**src/rtl/mac_accumulator_pkg.sv**
```systemverilog
// rtl/mac_accumulator_pkg.sv - shared state encoding and width helper for the convolution datapath
package mac_accumulator_pkg;

  // Window accumulator control states
  typedef enum logic [1:0] {
    ST_IDLE  = 2'd0,
    ST_ACCUM = 2'd1,
    ST_HOLD  = 2'd2
  } mac_state_e;

  // Width of the counter octet exposed on o_count
  localparam int COUNT_WIDTH = 8;

  // Ceiling log2, usable in parameter expressions; clog2(0) and clog2(1) are 0
  function automatic int unsigned clog2(input int unsigned value);
    int unsigned result;
    int unsigned remaining;
    result = 0;
    if (value > 1) begin
      remaining = value - 1;
      while (remaining > 0) begin
        result    = result + 1;
        remaining = remaining >> 1;
      end
    end
    return result;
  endfunction

endpackage

```
**src/rtl/mac_accumulator_if.sv**
```systemverilog
// rtl/mac_accumulator_if.sv - product in / window sum out handshake bundle
interface mac_accumulator_if #(
  parameter int BIT_WIDTH = 8,
  parameter int ACC_WIDTH = 20
);

  logic [2*BIT_WIDTH-1:0] i_product;
  logic                   i_product_valid;
  logic                   i_clear;
  logic                   i_sum_ready;
  logic [ACC_WIDTH-1:0]   o_sum;
  logic                   o_sum_valid;
  logic                   o_busy;
  logic [7:0]             o_count;
  logic                   o_overrun;

  // Upstream/downstream side: drives products, clear and ready
  modport master (
    output i_product, i_product_valid, i_clear, i_sum_ready,
    input  o_sum, o_sum_valid, o_busy, o_count, o_overrun
  );

  // Accumulator side
  modport slave (
    input  i_product, i_product_valid, i_clear, i_sum_ready,
    output o_sum, o_sum_valid, o_busy, o_count, o_overrun
  );

endinterface

```
**src/rtl/mac_accumulator.sv**
```systemverilog
// rtl/mac_accumulator.sv - sums KERNEL_SIZE products per window and holds the result until accepted
module mac_accumulator
  import mac_accumulator_pkg::*;
#(
  parameter int BIT_WIDTH   = 8,
  parameter int KERNEL_SIZE = 9,
  parameter int ACC_WIDTH   = 20
) (
  input  logic               i_clk,
  input  logic               i_rst_n,
  mac_accumulator_if.slave   bus
);

  localparam int PROD_WIDTH = 2 * BIT_WIDTH;
  localparam logic [COUNT_WIDTH-1:0] LAST_COUNT = COUNT_WIDTH'(KERNEL_SIZE - 1);

  // Reject configurations whose sum could wrap or whose count cannot fit the counter
  generate
    if (ACC_WIDTH < PROD_WIDTH + clog2(KERNEL_SIZE)) begin : g_acc_width_check
      $error("mac_accumulator: ACC_WIDTH too narrow for BIT_WIDTH and KERNEL_SIZE");
    end
    if (KERNEL_SIZE < 1 || KERNEL_SIZE > 255) begin : g_kernel_size_check
      $error("mac_accumulator: KERNEL_SIZE must be within 1..255");
    end
  endgenerate

  mac_state_e             state_q, state_d;
  logic [ACC_WIDTH-1:0]   acc_q, acc_d;
  logic [COUNT_WIDTH-1:0] count_q, count_d;
  logic [ACC_WIDTH-1:0]   sum_q, sum_d;
  logic                   sum_valid_q, sum_valid_d;
  logic                   overrun_q, overrun_d;

  logic [ACC_WIDTH-1:0]   product_ext;
  logic [ACC_WIDTH-1:0]   acc_plus;
  logic                   start_window;

  assign product_ext = ACC_WIDTH'(bus.i_product);
  assign acc_plus    = acc_q + product_ext;

  // Next-state: clear dominates, then per-state window handling; a window start is shared by IDLE and HOLD
  always_comb begin
    state_d      = state_q;
    acc_d        = acc_q;
    count_d      = count_q;
    sum_d        = sum_q;
    sum_valid_d  = sum_valid_q;
    overrun_d    = overrun_q;
    start_window = 1'b0;

    if (bus.i_clear) begin
      state_d     = ST_IDLE;
      acc_d       = '0;
      count_d     = '0;
      sum_d       = '0;
      sum_valid_d = 1'b0;
      overrun_d   = 1'b0;
    end else begin
      case (state_q)
        ST_IDLE: begin
          start_window = bus.i_product_valid;
        end
        ST_ACCUM: begin
          if (bus.i_product_valid) begin
            if (count_q == LAST_COUNT) begin
              sum_d       = acc_plus;
              sum_valid_d = 1'b1;
              acc_d       = '0;
              count_d     = '0;
              state_d     = ST_HOLD;
            end else begin
              acc_d   = acc_plus;
              count_d = count_q + 1'b1;
            end
          end
        end
        ST_HOLD: begin
          if (bus.i_sum_ready) begin
            sum_valid_d  = 1'b0;
            state_d      = ST_IDLE;
            start_window = bus.i_product_valid;
          end else if (bus.i_product_valid) begin
            overrun_d = 1'b1;
          end
        end
        default: begin
          state_d     = ST_IDLE;
          acc_d       = '0;
          count_d     = '0;
          sum_valid_d = 1'b0;
        end
      endcase

      // A single-product kernel completes on its first product
      if (start_window) begin
        if (KERNEL_SIZE == 1) begin
          sum_d       = product_ext;
          sum_valid_d = 1'b1;
          acc_d       = '0;
          count_d     = '0;
          state_d     = ST_HOLD;
        end else begin
          acc_d   = product_ext;
          count_d = COUNT_WIDTH'(1);
          state_d = ST_ACCUM;
        end
      end
    end
  end

  // State and output registers, cleared asynchronously so partial windows are abandoned at once
  always_ff @(posedge i_clk or negedge i_rst_n) begin
    if (!i_rst_n) begin
      state_q     <= ST_IDLE;
      acc_q       <= '0;
      count_q     <= '0;
      sum_q       <= '0;
      sum_valid_q <= 1'b0;
      overrun_q   <= 1'b0;
    end else begin
      state_q     <= state_d;
      acc_q       <= acc_d;
      count_q     <= count_d;
      sum_q       <= sum_d;
      sum_valid_q <= sum_valid_d;
      overrun_q   <= overrun_d;
    end
  end

  assign bus.o_sum       = sum_q;
  assign bus.o_sum_valid = sum_valid_q;
  assign bus.o_count     = count_q;
  assign bus.o_overrun   = overrun_q;
  assign bus.o_busy      = (state_q == ST_HOLD) & ~bus.i_sum_ready;

endmodule

```
**src/flat_wrapper.sv**
```systemverilog
// flat-port wrapper written by rule: the top's interface ports become plain ports
module mac_accumulator_flat import mac_accumulator_pkg::*;
#(
  parameter int BIT_WIDTH   = 8,
  parameter int KERNEL_SIZE = 9,
  parameter int ACC_WIDTH   = 20
)
  (i_clk, i_rst_n, bus_i_product, bus_i_product_valid, bus_i_clear, bus_i_sum_ready, bus_o_sum, bus_o_sum_valid, bus_o_busy, bus_o_count, bus_o_overrun);
  mac_accumulator_if #(.BIT_WIDTH(BIT_WIDTH), .ACC_WIDTH(ACC_WIDTH)) bus_i ();
  input  logic i_clk;
  input  logic i_rst_n;
  input wire logic [$bits(bus_i.i_product)-1:0] bus_i_product;
  input wire logic [$bits(bus_i.i_product_valid)-1:0] bus_i_product_valid;
  input wire logic [$bits(bus_i.i_clear)-1:0] bus_i_clear;
  input wire logic [$bits(bus_i.i_sum_ready)-1:0] bus_i_sum_ready;
  output wire logic [$bits(bus_i.o_sum)-1:0] bus_o_sum;
  output wire logic [$bits(bus_i.o_sum_valid)-1:0] bus_o_sum_valid;
  output wire logic [$bits(bus_i.o_busy)-1:0] bus_o_busy;
  output wire logic [$bits(bus_i.o_count)-1:0] bus_o_count;
  output wire logic [$bits(bus_i.o_overrun)-1:0] bus_o_overrun;
  assign bus_i.i_product = bus_i_product;
  assign bus_i.i_product_valid = bus_i_product_valid;
  assign bus_i.i_clear = bus_i_clear;
  assign bus_i.i_sum_ready = bus_i_sum_ready;
  assign bus_o_sum = bus_i.o_sum;
  assign bus_o_sum_valid = bus_i.o_sum_valid;
  assign bus_o_busy = bus_i.o_busy;
  assign bus_o_count = bus_i.o_count;
  assign bus_o_overrun = bus_i.o_overrun;
  mac_accumulator #(.BIT_WIDTH(BIT_WIDTH), .KERNEL_SIZE(KERNEL_SIZE), .ACC_WIDTH(ACC_WIDTH)) u_core (.i_clk(i_clk), .i_rst_n(i_rst_n), .bus(bus_i));
endmodule
```
**config.mk**
```make
export PLATFORM = sky130hd
export DESIGN_NAME = mac_accumulator_flat
export DESIGN_NICKNAME = d
export VERILOG_FILES = /design/src/rtl/mac_accumulator_pkg.sv /design/src/rtl/mac_accumulator_if.sv /design/src/rtl/mac_accumulator.sv /design/src/flat_wrapper.sv
export SDC_FILE = /design/constraint.sdc
export NUM_CORES = 1
export LEC_CHECK = 0
export CAP_MARGIN = 30
export CORE_AREA = 2 2 116 118
export CTS_BUF_LIST = sky130_fd_sc_hd__clkbuf_8
export DETAILED_ROUTE_END_ITERATION = 8
export DIE_AREA = 0 0 118 120
export HOLD_SLACK_MARGIN = 0.03
export PLACE_DENSITY = 0.43
export SLEW_MARGIN = 15
export SYNTH_ARGS = -nofsm -noshare
export SYNTH_HDL_FRONTEND = slang
export SYNTH_SLANG_ARGS = --single-unit
```
**constraint.sdc**
```tcl
create_clock -name i_clk -period 2.9 [get_ports i_clk]
set_input_delay 0.725 -clock i_clk [delete_from_list [all_inputs] [get_ports i_clk]]
set_output_delay 0.725 -clock i_clk [all_outputs]
set_load 0.1 [all_outputs]
```
Word level (Yosys, flattened, before mapping). Index checks and enable logic that the tools add are counted.

Flip-flop bits (word level): 52. Input port bits: 21. Output and inout port bits: 31. Word-level logic and storage cells: 66.

Add/sub/neg operators: 2. Equal/unequal tests: 13. Multiplexer cells: 32. Bitwise gates (word level): 2. Reduce and logical (&&, ||, !) cells: 11.

Operators by type and width (number): 20-bit two-way mux (8); 20-bit case mux with 2 select lines (1); 8-bit two-way mux (4); 20-bit by 16-bit adder with 20-bit output (1); 8-bit case mux with 2 select lines (1); 1-bit two-way mux (10); 2-bit two-way mux (5); 8-bit by 1-bit adder with 8-bit output, second input constant (1); 8-bit by 4-bit equality test with 1-bit output, second input constant (1); 4-bit AND reduction (2); 2-bit nonzero test (4); 3-bit by 2-bit != test with 1-bit output, second input constant (2); 3-bit != test, second input constant (2); 2-bit case mux with 3 select lines (1); 3-bit AND reduction (2); 2-bit != test, second input constant (2); 4-bit by 2-bit != test with 1-bit output, second input constant (1); 4-bit by 3-bit != test with 1-bit output, second input constant (1); 4-bit != test, second input constant (1); 3-bit by 1-bit != test with 1-bit output, second input constant (1); 1-bit case mux with 3 select lines (1); 2-bit by 1-bit equality test with 1-bit output, second input constant (1); 2-bit equality test, second input constant (1); 2-bit logical NOT (1); 5 further kinds (5).

Depth between registers and ports, before layout.
Depth in word-level cells: 6. Mapped depth: 9. Mapped depth without buffers: 9.

Worst setup path before layout. No wires, ideal clock.

Path kind: in2reg. Start: input port bus_i_product[0]. End: register u_core.sum_q[18] (netlist: u_core.bus.o_sum[18]). Library setup time: 0.087 ns. Data arrival time: 2.559 ns. Data required time: 2.813 ns. Slack: 0.254 ns. Stages: 9. Path buffers: 0. Path through: ha_1 fa_1 a21oi_1 o21ai_1 a31oi_2 o41ai_4 and3_4 xnor2_1 a211oi_2.

Word-level cells in the longest chain between the ends: 5.

RTL lines: start: declaration (RTL line flat_wrapper.sv:12) `input wire logic [$bits(bus_i.i_product)-1:0] bus_i_product;`; 20-bit by 16-bit adder with 20-bit output (RTL line mac_accumulator.sv:39) `assign acc_plus = acc_q + product_ext;`; 20-bit two-way mux (RTL line mac_accumulator.sv:65) `if (count_q == LAST_COUNT) begin`; 20-bit two-way mux (RTL line mac_accumulator.sv:64) `if (bus.i_product_valid) begin`; 20-bit two-way mux (RTL line mac_accumulator.sv:59) `case (state_q)`; 20-bit two-way mux (RTL line mac_accumulator.sv:51) `if (bus.i_clear) begin`; end signal: assignment (RTL line mac_accumulator.sv:124) `sum_q <= sum_d;`; end: declaration (RTL line mac_accumulator.sv:30) `logic [ACC_WIDTH-1:0] sum_q, sum_d;`.

No other way between the ends. The select of a mux whose other input is x is not followed. A chain may end at the register's enable or synchronous reset.

Worst setup path in the final report.
Start: input port bus_i_product[0]. End: register u_core.sum_q[14] (netlist: u_core.bus.o_sum[14]).

Same word-level chain as after synthesis.

==> flow_summary.yaml <==
final_layout:
  post-route-util_pct: 32.9
  nets: 479
  final_common_cell: "buf_4"
  syn_to_final_growth_pct: 35.2
  final_cell_mix: "77 x buf_4, 53 x nand2_1, 52 x dfrtp_1"
  final_cells: 616
  drive_above_1_share_pct: 25.0
  n_antenna_cell: 0
global_route:
  gr-total-overflow: 0
  grt_max_degree: 32
  track_usage_pct: 13.2
  grt_pass1_wl_mm: 15.0
  antenna_found_initial: 0
  first_global_vias: 2956
flow_run:
  cap_violations: 0
timing:
  worstMarginPinSlew_ns: 0.440
  setup_violations: 0
  period_needed_ns: 2.79
  final-max-slew-violation-count: 0
  tns_ns: 0
  max-slew-margin-rel_pct: 70.7
  skew_ns: 0.0118
  fin_crit_sh_pct: 96.1
  finalHoldViolCount: 0
  layout_setup_ws_ns: 0.112
  fmax_ghz: 0.359
drt:
  wire_per_inst_um: 14.5
  wl_met1_mm: 4.47
  ant_nets: 0
  vias: 2809
  vias_per_cell: 4.56
  drt_iter0_markers: 144
  wl_met2_mm: 4.08
  drt_first_pass_iters: 4
  top_layer: "met4"
  routed_wl_mm: 8.93
  met3_length_um: 317
  drc_errors: 0
synth:
  syn-mean-instance-area_sq_um: 8.98
  netlist_area_sq_um: 3150
  yosysTopAreaCell: "dfrtp_1"
  netlist_top_cells_area: "dfrtp_1 41%, ha_1 7.1%, nand2_1 6.3%"
  synth_fp_nets: 391
  yosysWarningCount: 0
  syn_inst: 351
  async_flop_share_pct: 100
  synth.ff_latch_count: 52
  yosysUniqueCellTypes: 50
  synthFlopType: "dfrtp_1"
  yosysSeqAreaShare_pct: 41.3
  synth_edf_count: 0
  synth_top_cell_area_share_pct: 41.3
cts:
  hold_buffers: 0
  htreeDepth: 2
  post-cts-setup-buffer-count: 0
  cts_tree: "yes"
  cts_inserted_buffers: 5
  path_clk_slew_ns: 0.10
  clk_path_buf_depth: 2
  clock-root-buffer: "clkbuf_8"
  clock_sinks: 52
  clock_latency_ns: 0.32
critical_path:
  path_class: "primary input to flip-flop"
  worstPathCellList: "clkdlybuf4s50_1 -> ha_2 -> fa_2 -> a21oi_2 -> o21ai_2 -> a31oi_2 -> buf_4 -> o31ai_1 -> xnor2_1 -> o21ai_0 -> nor2b_1"
  worstSetupEndpointType: "flip-flop"
  cp.required_ns: 3.11
  startpoint_type: "primary input"
  worst_ep_arrival_time_ns: 3.00
  cp_slowest_cell: "clkdlybuf4s50_1"
  cpPeakStageDelay_ns: 0.50
  cp_max_fo: 4
place:
  io_buffers: 51
  gp_congestion: 0.776
  dp.final_hpwl_mm: 6.68
  dp.cells: 608
  post-place-ws_ns: -0.340
floorplanning:
  fp.dieH_um: 120
  io_pins: 52
  rows: 42
  coreArea_sq_um: 13000
  die_area_sq_um: 14200
  die_width_um: 118
  initial_utilization_pct: 24.3
pwr:
  p_comb_share_pct: 45.7
  clkPwrFrac_pct: 20.4
  power_switching_mw: 0.980
  swShare_pct: 38.1
  ir_drop_mv: 0.226
  p_leak_nw: 1.98
  power_mw: 2.57
  pwr-share-seq_pct: 33.9
  p_int_mw: 1.59
  cellPowerDensity_nw_per_um2: 604
status:
  status: "finished, final reports clean"
hold_path:
  hold_class: "primary input to async pin"
final cells by class:
type | instances | area [sq um]
inverters | 10 | 37.5
fillers | 1382 | 8720
flip-flops and latches | 52 | 1300
well taps | 176 | 220
clock inverters | 3 | 42.5
multi-input cells | 272 | 1800
clock buffers | 5 | 68.8
repair buffers | 98 | 793
stage by stage:
| step | hold slack, ns | instance area, sq um |
|---|---|---|
| 6_report | 0.219 | 4260 |
| 4_1_cts | 0.202 | 4220 |
| 2_1_floorplan | 0.429 | 3150 |
| 3_5_place_dp | 0.491 | 4110 |
| 3_3_place_gp | 0.491 | 4110 |
| 5_1_grt | 0.206 | 4260 |
Yosys cell counts (4+ instances only):
library cell / instances
xnor2_1: 13
nand3_1: 5
inv_1: 10
ha_1: 18
dfrtp_1: 52
nand2_1: 53
clkbuf_1: 16
a21o_1: 4
a21oi_1: 29
a211oi_1: 7
nor2_1: 27
nor3b_1: 5
a22oi_1: 15
nor3_1: 7
xor2_1: 9
o21ai_0: 27
path summary, 6_finish.rpt:
check	from	end	slack (ns)	cells past startpoint
setup / recovery	bus_i_product[0]	u_core.bus.o_sum[14]	0.11	11
setup reg to reg	u_core.acc_q[4]	u_core.bus.o_sum[14]	0.60	9
hold reg to reg	u_core.bus.o_overrun	u_core.bus.o_overrun	0.51	2
max in group asynchronous	i_rst_n	u_core.bus.o_sum[10]	2.05	2
hold / removal	i_rst_n	u_core.acc_q[6]	0.22	1
min in group i_clk	u_core.bus.o_overrun	u_core.bus.o_overrun	0.51	2
sequential cells by signal (all words and copies together), names as in the netlist:
| signal | flops |
|---|---|
| u_core.bus.o_sum_valid | 1 |
| u_core.bus.o_count | 8 |
| u_core.bus.o_overrun | 1 |
| u_core.state_q | 2 |
| u_core.acc_q | 20 |
| u_core.bus.o_sum | 20 |
power groups by stage:
stage	clock, mW	sequential, mW	combinational [mW]
after floorplan	0	0.932	0.647
after global placement	0	0.885	1.15
after detailed placement	0	0.887	1.15
after CTS	0.550	0.873	1.16
after global routing	0.576	0.886	1.32
final	0.524	0.873	1.18
layer usage:
metal / GRT usage [%] / up-vias
li1: - / 1420
met1: 17.8 / 1337
met2: 22.1 / 44
met3: 2.57 / 8
met4: 2.71 / 0
met5: 0 / -
critical path: cells and delay by family:
kind / cells / cell delay [ns]
AO/OA/AOI/OAI: 5 / 0.85
buffers and inverters: 2 / 0.67
adder cells (fa/ha/maj): 2 / 0.42
XOR/XNOR: 1 / 0.20
AND/OR/NAND/NOR: 1 / 0.14
cell families after synthesis:
kind of cell               Yosys count  share of synthesized area (%)
AOI/OAI and AO/OA                  107                           22.6
xor gates and xnor gates            22                           6.11
adders and majority gates           19                           7.78
buffers and inverters               27                           3.25
DFF                                 52                           41.3
muxes                                1                          0.317
and+or+nand+nor                    123                           18.7
what timing repair did:
item,CTS,global route
hold endpoints to repair,0,0
setup endpoints to repair,0,18
gates resized for setup,0,12
Note: power is estimated with default switching activity, not from simulation.
